$ cat src/rtl/adpll_lock_controller.sv
// ---------------------------------------------------------------------------
// adpll_lock_controller
//
// Supervises the ADPLL phase-detector sample stream. Each accepted signed
// phase-error sample is forwarded to the loop filter together with a gain
// selection that follows the acquisition state:
//   IDLE -> ACQUIRE (wide gain) -> TRACK (narrow) -> LOCKED (narrow)
// A watchdog forces a sticky FAULT when samples stop arriving.
//
// Ports:
//   fpga_clk_i       system clock, rising edge
//   reset_n_i        asynchronous active-low reset
//   enable_i         level; low forces IDLE on the next edge
//   pd_valid_i       one-cycle strobe qualifying pd_phase_i
//   pd_phase_i       signed phase error sample
//   filter_update_o  one-cycle strobe to the loop filter
//   filter_phase_o   sample forwarded with filter_update_o
//   gain_sel_o       00 none, 01 wide, 10 narrow
//   locked_o         high while LOCKED
//   lock_lost_o      one-cycle pulse when LOCKED is left with enable_i high
//   fault_o          high while FAULT
//   state_o          IDLE=0, ACQUIRE=1, TRACK=2, LOCKED=3, FAULT=4
// ---------------------------------------------------------------------------
module adpll_lock_controller #(
  parameter int WIDTH         = 20,
  parameter int COARSE_WINDOW = 64,
  parameter int LOCK_WINDOW   = 8,
  parameter int ACQ_COUNT     = 4,
  parameter int LOCK_COUNT    = 16,
  parameter int UNLOCK_COUNT  = 4,
  parameter int TIMEOUT       = 1000000
) (
  input  logic                    fpga_clk_i,
  input  logic                    reset_n_i,
  input  logic                    enable_i,
  input  logic                    pd_valid_i,
  input  logic signed [WIDTH-1:0] pd_phase_i,
  output logic                    filter_update_o,
  output logic signed [WIDTH-1:0] filter_phase_o,
  output logic [1:0]              gain_sel_o,
  output logic                    locked_o,
  output logic                    lock_lost_o,
  output logic                    fault_o,
  output logic [2:0]              state_o
);

  localparam int GOOD_MAX = (ACQ_COUNT > LOCK_COUNT) ? ACQ_COUNT : LOCK_COUNT;
  localparam int GOOD_W   = $clog2(GOOD_MAX + 1);
  localparam int BAD_W    = $clog2(UNLOCK_COUNT + 1);
  localparam int WD_W     = $clog2(TIMEOUT + 1);

  localparam logic [WIDTH-1:0]  COARSE_LIM = WIDTH'(COARSE_WINDOW);
  localparam logic [WIDTH-1:0]  LOCK_LIM   = WIDTH'(LOCK_WINDOW);
  localparam logic [GOOD_W-1:0] ACQ_N      = GOOD_W'(ACQ_COUNT);
  localparam logic [GOOD_W-1:0] LOCK_N     = GOOD_W'(LOCK_COUNT);
  localparam logic [GOOD_W-1:0] GOOD_SAT   = GOOD_W'(GOOD_MAX);
  localparam logic [BAD_W-1:0]  UNLOCK_N   = BAD_W'(UNLOCK_COUNT);
  localparam logic [WD_W-1:0]   WD_LAST    = WD_W'(TIMEOUT - 1);

  localparam logic [WIDTH-1:0] MOST_NEG = {1'b1, {(WIDTH-1){1'b0}}};
  localparam logic [WIDTH-1:0] MOST_POS = {1'b0, {(WIDTH-1){1'b1}}};

  typedef enum logic [2:0] {
    ST_IDLE   = 3'd0,
    ST_ACQ    = 3'd1,
    ST_TRACK  = 3'd2,
    ST_LOCKED = 3'd3,
    ST_FAULT  = 3'd4
  } state_t;

  state_t              state_q, state_d;
  logic [GOOD_W-1:0]   good_q, good_d;
  logic [BAD_W-1:0]    bad_q, bad_d;
  logic [WD_W-1:0]     wd_q, wd_d;

  logic                upd_q, upd_d;
  logic [WIDTH-1:0]    phase_q, phase_d;
  logic [1:0]          gain_q, gain_d;
  logic                locked_q, locked_d;
  logic                lost_q, lost_d;
  logic                fault_q, fault_d;

  // Saturating magnitude: the most negative code has no positive twin, so it
  // is clamped to the most positive one.
  logic [WIDTH-1:0]    abs_phase;
  logic                in_lock, in_coarse;
  logic [GOOD_W-1:0]   good_inc;
  logic [BAD_W-1:0]    bad_inc;

  always_comb begin
    abs_phase = pd_phase_i;
    if (pd_phase_i[WIDTH-1]) begin
      if (pd_phase_i == MOST_NEG) abs_phase = MOST_POS;
      else                        abs_phase = ~pd_phase_i + WIDTH'(1);
    end
  end

  assign in_lock   = (abs_phase <= LOCK_LIM);
  assign in_coarse = (abs_phase <= COARSE_LIM);
  assign good_inc  = (good_q >= GOOD_SAT) ? good_q : good_q + GOOD_W'(1);
  assign bad_inc   = (bad_q >= UNLOCK_N)  ? bad_q  : bad_q + BAD_W'(1);

  // Next state, counters and next output values.
  always_comb begin
    state_d = state_q;
    good_d  = good_q;
    bad_d   = bad_q;
    wd_d    = wd_q;
    upd_d   = 1'b0;
    phase_d = phase_q;

    if (!enable_i) begin
      state_d = ST_IDLE;
      good_d  = '0;
      bad_d   = '0;
      wd_d    = '0;
    end else begin
      case (state_q)
        ST_IDLE: begin
          state_d = ST_ACQ;
          good_d  = '0;
          bad_d   = '0;
          wd_d    = '0;
        end
        ST_ACQ, ST_TRACK, ST_LOCKED: begin
          if (pd_valid_i) begin
            upd_d   = 1'b1;
            phase_d = pd_phase_i;
            wd_d    = '0;
            case (state_q)
              ST_ACQ: begin
                if (!in_coarse) begin
                  good_d = '0;
                end else if (good_inc >= ACQ_N) begin
                  state_d = ST_TRACK;
                  good_d  = '0;
                end else begin
                  good_d = good_inc;
                end
              end
              ST_TRACK: begin
                if (in_lock) begin
                  if (good_inc >= LOCK_N) begin
                    state_d = ST_LOCKED;
                    good_d  = '0;
                    bad_d   = '0;
                  end else begin
                    good_d = good_inc;
                  end
                end else if (in_coarse) begin
                  good_d = '0;
                end else begin
                  state_d = ST_ACQ;
                  good_d  = '0;
                end
              end
              default: begin  // ST_LOCKED
                if (in_lock) begin
                  bad_d = '0;
                end else if (!in_coarse || bad_inc >= UNLOCK_N) begin
                  state_d = ST_ACQ;
                  good_d  = '0;
                  bad_d   = '0;
                end else begin
                  bad_d = bad_inc;
                end
              end
            endcase
          end else if (wd_q == WD_LAST) begin
            // A sample in this very cycle would have taken the branch above.
            state_d = ST_FAULT;
            good_d  = '0;
            bad_d   = '0;
            wd_d    = '0;
          end else begin
            wd_d = wd_q + WD_W'(1);
          end
        end
        ST_FAULT: begin
          state_d = ST_FAULT;
        end
        default: begin
          state_d = ST_IDLE;
          good_d  = '0;
          bad_d   = '0;
          wd_d    = '0;
        end
      endcase
    end

    case (state_d)
      ST_ACQ:              gain_d = 2'b01;
      ST_TRACK, ST_LOCKED: gain_d = 2'b10;
      default:             gain_d = 2'b00;
    endcase

    locked_d = (state_d == ST_LOCKED);
    fault_d  = (state_d == ST_FAULT);
    // Leaving LOCKED through a disable is an operator action, not a loss.
    lost_d   = enable_i && (state_q == ST_LOCKED) && (state_d != ST_LOCKED);
  end

  always_ff @(posedge fpga_clk_i or negedge reset_n_i) begin
    if (!reset_n_i) begin
      state_q  <= ST_IDLE;
      good_q   <= '0;
      bad_q    <= '0;
      wd_q     <= '0;
      upd_q    <= 1'b0;
      phase_q  <= '0;
      gain_q   <= 2'b00;
      locked_q <= 1'b0;
      lost_q   <= 1'b0;
      fault_q  <= 1'b0;
    end else begin
      state_q  <= state_d;
      good_q   <= good_d;
      bad_q    <= bad_d;
      wd_q     <= wd_d;
      upd_q    <= upd_d;
      phase_q  <= phase_d;
      gain_q   <= gain_d;
      locked_q <= locked_d;
      lost_q   <= lost_d;
      fault_q  <= fault_d;
    end
  end

  assign filter_update_o = upd_q;
  assign filter_phase_o  = phase_q;
  assign gain_sel_o      = gain_q;
  assign locked_o        = locked_q;
  assign lock_lost_o     = lost_q;
  assign fault_o         = fault_q;
  assign state_o         = state_q;

endmodule
$ cat config.mk
export PLATFORM = sky130hd
export DESIGN_NAME = adpll_lock_controller
export DESIGN_NICKNAME = d
export VERILOG_FILES = /design/src/rtl/adpll_lock_controller.sv
export SDC_FILE = /design/constraint.sdc
export NUM_CORES = 1
export LEC_CHECK = 0
export ABC_AREA = 0
export CELL_PAD_IN_SITES_DETAIL_PLACEMENT = 0
export CELL_PAD_IN_SITES_GLOBAL_PLACEMENT = 1
export CORE_MARGIN = 2
export CORE_UTILIZATION = 40
export CTS_CLUSTER_DIAMETER = 40
export DETAILED_ROUTE_END_ITERATION = 16
export GPL_TIMING_DRIVEN = 0
export HOLD_SLACK_MARGIN = 0.03
export PLACE_DENSITY_LB_ADDON = 0.1
export SKIP_LAST_GASP = 1
export SLEW_MARGIN = 40
export SYNTH_ARGS = -nofsm -noshare
export SYNTH_HDL_FRONTEND = slang
export SYNTH_SLANG_ARGS = --single-unit
$ cat constraint.sdc
create_clock -name fpga_clk_i -period 7.2 [get_ports fpga_clk_i]
set_input_delay 0.72 -clock fpga_clk_i [delete_from_list [all_inputs] [get_ports fpga_clk_i]]
set_output_delay 0.72 -clock fpga_clk_i [all_outputs]
set_load 0.1 [all_outputs]
-- Word-level counts from Yosys, hierarchy flattened
Index checks and enable logic that the tools add are counted.
W data, S select, Z words.
- register bits after elaboration: 57
- word-level logic and storage cells: 94
- output and inout bits: 29
- input bits: 24
- reduce and logical (&&, ||, !) cells: 10
- muxes and demuxes: 44
- magnitude comparators: 7
- add/subtract/negate cells: 4
- bitwise operators: 1
- equal/unequal tests: 18
- operators by type and width (kind ; count):
    $mux W20 ; 5
    $mux W3 ; 18
    $mux W5 ; 10
    $eq A20 B20 Y1 const B ; 2
    $pmux W20 S2 ; 1
    $add A20 B1 Y20 const B ; 1
    $add A20 B2 Y20 const B ; 1
    $le A20 B4 Y1 const B ; 1
    $le A20 B7 Y1 const B ; 1
    $not A20 Y20 ; 1
    $pmux W5 S2 ; 2
    $pmux W3 S2 ; 3
    $eq A3 B2 Y1 const B ; 4
    $ne A6 B6 Y1 const B ; 2
    $ge A5 B5 Y1 const B ; 2
    $ne A5 B5 Y1 const B ; 2
    $pmux W3 S3 ; 1
    $ne A4 B4 Y1 const B ; 2
    $eq A3 B1 Y1 const B ; 2
    $eq A3 B3 Y1 const B ; 2
    $ge A3 B3 Y1 const B ; 2
    $add A5 B1 Y5 const B ; 1
    $ge A5 B3 Y1 const B ; 1
    $reduce_and A5 Y1 ; 1
    other kinds (13) ; 16

-- Longest topological paths before layout
- depth after elaboration: 16
- depth in mapped cells: 10
- depth with buffers taken out: 10

-- Worst setup path after synthesis
No wires, ideal clock.
- path kind: input -> register
- start: input port pd_phase_i[0]
- end: register good_q[0]
- data arrival time: 2.950 ns
- path slack: 4.185 ns
- buffers on the path: 0
- stages: 10
- cell sequence: inv_1 > ha_1 > nor4b_4 > nand4_1 > mux2_1 > or4_4 > a31oi_4 > nand2_4 > o31ai_4 > mux2_2
- cells in the longest elaborated chain, start to end: 10
- RTL lines (what ; RTL line ; text):
    start: declaration ; 37 ; input logic signed [WIDTH-1:0] pd_phase_i,
    $not A20 Y20 ; 94 ; else abs_phase = ~pd_phase_i + WIDTH'(1);
    $add A20 B2 Y20 ; 94 ;
    $mux W20 ; 93 ; if (pd_phase_i == MOST_NEG) abs_phase = MOST_POS;
    $mux W20 (*) ; 92 ; if (pd_phase_i[WIDTH-1]) begin
    $le A20 B4 Y1 or $le A20 B7 Y1 (tied branches) ; 98, 99 ;
    $mux W5 (on tied branches) ; 142, 132 ;
    $pmux W5 S2 ; 130 ; case (state_q)
    $mux W5 ; 126 ; if (pd_valid_i) begin
    $pmux W5 S2 ; 118 ; case (state_q)
    $mux W5 ; 112 ; if (!enable_i) begin
    end signal: assignment ; 217 ; good_q <= good_d;
    end: declaration ; 72 ; logic [GOOD_W-1:0] good_q, good_d;
Every way passes the cells marked *; elsewhere a longest branch is shown, timed or not.
A chain may end at the register's enable or synchronous reset.

-- Final worst setup path
- start: input port pd_phase_i[0]
- end: register locked_q, in the netlist locked_o
- cells in the longest elaborated chain, start to end: 14
- RTL lines (what ; RTL line ; text):
    $not A20 Y20 ; 94 ;
    $add A20 B2 Y20 ; 94 ;
    $mux W20 ; 93 ;
    $mux W20 (*) ; 92 ;
    $le A20 B7 Y1 ; 99 ; assign in_coarse = (abs_phase <= COARSE_LIM);
    $logic_not A1 Y1 ; 160 ; end else if (!in_coarse || bad_inc >= UNLOCK_N) begin
    $logic_or A1 B1 Y1 ; 160 ;
    $mux W3 ; 160 ;
    $mux W3 ; 158 ; if (in_lock) begin
    $pmux W3 S2 (*) ; 130 ;
    $mux W3 (*) ; 126 ;
    $pmux W3 S3 (*) ; 118 ;
    $mux W3 (*) ; 112 ;
    net state_d[1] ; 71 ; state_t state_q, state_d;
    $eq A3 B2 Y1 (*) ; 197 ; locked_d = (state_d == ST_LOCKED);
    net locked_d ; 79 ; logic locked_q, locked_d;
    end signal: assignment ; 223 ; locked_q <= locked_d;
    end: declaration ; 79 ;
The timed path passes the listed nets; every way through them passes the cells marked *.

==> results.yml <==
run_status:
  outcome: "finished clean"
worst_hold_path:
  hold_class: "in -> async"
synthesis:
  async_reset_ff_share_pct: 100
  yosys.area_share.simple_pct: 27.8
  synth_area_sq_mm: 0.00346
  synth_xor_area_share_pct: 4.82
  yosysWarnings: 0
  synthMuxAreaShare_pct: 8.07
  ys_types: 65
  synthAdderAreaFrac_pct: 2.17
  synth.largest_area_cell: "dfrtp_1"
  ys_top_cells_by_area: "dfrtp_1, mux2_2, nor2_1"
  synth_compound_area_share_pct: 12.5
  syn_avg_cell_area_sq_um: 9.73
  postSynthCellCount: 355
  synth.ff_latch_count: 57
  synth_nets: 385
  synth_edf_count: 0
  synth_top_family_by_area: "simple AND/OR/NAND/NOR gates"
  synth_ff_type: "dfrtp_1"
  synth_seq_area_share_pct: 41.3
  synth_top_area_share_pct: 41.3
timing:
  final.period_utilization_pct: 50.6
  timing.fmax_mhz: 274
  rsz0062_at_grt: "false"
  drv_slew: 0
  fin_skew_ns: 0.00913
  slew_headroom_pct: 61.1
  worst_pin_slew_ns: 0.580
  final-setup-viol-count: 0
  finalSetupTns_ns: 0
  finalHoldViolCount: 0
  finalCriticalPeriod_ns: 3.64
clocking:
  hold_buffers: 0
  cts_buffers: 9
  htree_levels: 3
  clk_latency_ns: 0.34
  cts.clk_slew.worst_paths_ns: 0.07
  cts_buffer_depth: 2
  cts.repair.resized: 0
  root_buffer: "clkbuf_8"
  cts.sinks: 57
  cts_tree: "yes"
  post-cts-setup-buffer-count: 0
cells_and_area:
  multi_input_area_sq_mm: 0.00191
  final_cell_mix: "dfrtp_1, nor2_1, buf_2, nand2_1, mux2_2"
  fillers: 762
  diodes: 0
  regArea_sq_mm: 0.00143
  stdcell_area_sq_mm: 0.00417
  fin_nets: 445
  fin_cells: 525
  areaGrowthSynthToFinish_pct: 20.7
  final_common_cell: "dfrtp_1"
  finish.utilization_pct: 50.2
  drive_gt1_share_pct: 22.9
power_and_ir_drop:
  vdd_ir_drop_max_mv: 0.170
  power.total_mw: 1.03
  p_leak_nw: 1.70
  power_density_mw_per_mm2: 248
worst_setup_path:
  critPathLaunchType: "input pin"
  worstPathRequired_ns: 7.46
  reg2reg_slack_ns: 4.25
  timing.rr.start: "wd_q[11]$_DFFE_PN0P_"
  critPathLaunch: "pd_phase_i[0]"
  crit_fanout: 8
  path_class: "in -> reg"
  cp-end-kind: "flip-flop"
  worstPathArrival_ns: 3.91
route:
  post_drt_wl_per_cell_microns: 15.7
  drt-initial-drc-count: 85
  first_pass_iters: 4
  ant_nets: 0
  viasPerCell: 5.50
  drc: 0
  wl_mm: 8.25
  vias: 2885
global_route:
  grt-ovfl-total: 0
  grt_start_max_net_pins: 42
  track_usage_pct: 18.6
  antenna_found_initial: 0
  grt_pass1_wl_mm: 14.3
  grt_pass1_vias: 2859
placement:
  portBuffers: 48
  post-dp-hpwl_mm: 5.97
  place_area_sq_mm: 0.00394
  gp_congestion: 0.832
  dp.cells: 509
run:
  cap_violations: 0
floorplan:
  die_h_microns: 97.0
  dieArea_sq_mm: 0.00940
  io_pins: 53
  coreArea_sq_mm: 0.00830
  std_cell_rows: 33
  die_w_microns: 97.0
  initial_core_util_pct: 41.6
[registers in the layout, summed over array words and instances (netlist names), 2 cells and up]
register,flops
filter_phase_o,20
wd_q,20
good_q,5
bad_q,3
state_o,3
gain_sel_o,2
[stage by stage]
step                setup slack (ns)  hold slack (ns)
global route                    3.34            0.246
detailed placement              3.21            0.490
finish                          3.56            0.239
CTS                             3.58            0.232
floorplan                       4.19            0.424
global placement                3.18            0.488
[power breakdown]
part | total [mW] | leakage [nW] | internal, mW | switching (mW)
clock network | 0.349 | 0.109 | 0.214 | 0.135
logic | 0.326 | 0.841 | 0.0645 | 0.262
registers | 0.360 | 0.749 | 0.347 | 0.0130
total | 1.03 | 1.70 | 0.625 | 0.409
[cell usage after synthesis, types with 3 or more instances]
cell type / instances
nor3_1: 17
nor4_1: 10
nand2_1: 25
a21oi_1: 9
a211o_1: 3
and3_1: 4
nor2_1: 40
ha_1: 6
nand2b_1: 3
mux2_2: 22
dfrtp_1: 57
o22ai_1: 3
o21ai_0: 13
inv_1: 12
nand4b_1: 3
and4_1: 3
or3_1: 7
a211oi_1: 5
xnor2_1: 6
nor4b_1: 3
nand4_1: 13
nand3_1: 11
nor2b_1: 5
clkbuf_1: 10
xor2_1: 13
[worst max-delay path, stage by stage]
cell and delay, ns:
clkdlybuf4s50_1 0.54, inv_1 0.11, ha_1 0.21, or3b_2 0.51, nor4_1 0.25, a211oi_1 0.15, nor4_2 0.56, a21oi_1 0.12
o221a_2 0.31, a211oi_4 0.21, nor3b_2 0.21
[cells by family after synthesis]
| kind of cell | count (synthesis) |
|---|---|
| XOR/XNOR | 19 |
| multiplexers | 25 |
| flip-flops | 57 |
| AO/OA/AOI/OAI | 55 |
| adder cells (fa/ha/maj) | 6 |
| AND/OR/NAND/NOR | 167 |
| buffers and inverters | 26 |
[final timing paths]
| check | depth (start not counted) | to |
|---|---|---|
| max | 11 | locked_o$_DFF_PN0_ |
| min | 1 | filter_phase_o[7]$_DFFE_PN0P_ |
| max reg2reg | 7 | wd_q[11]$_DFFE_PN0P_ |
| min reg2reg | 1 | filter_phase_o[11]$_DFFE_PN0P_ |
| max in group asynchronous | 2 | filter_phase_o[13]$_DFFE_PN0P_ |
| min in group fpga_clk_i | 1 | filter_phase_o[11]$_DFFE_PN0P_ |
[per-layer routing]
metal | vias up | wire length (microns) | global-route usage, %
li1 | 1426 | - | -
met1 | 1396 | 4040 | 26.0
met2 | 51 | 3770 | 28.5
met3 | 12 | 298 | 3.32
met4 | 0 | 142 | 7.80
met5 | - | 0 | 0
[layout make-up]
cell class                 instances  area share [%]
tap                              105            3.15
inverter                          12            1.08
buffer                            14            1.68
clock buffer                      12            3.72
clock inverter                     4            1.80
timing repair buffer              49            8.46
multi-input combinational        272            45.9
sequential                        57            34.2
(Power assumes the default switching activity.)
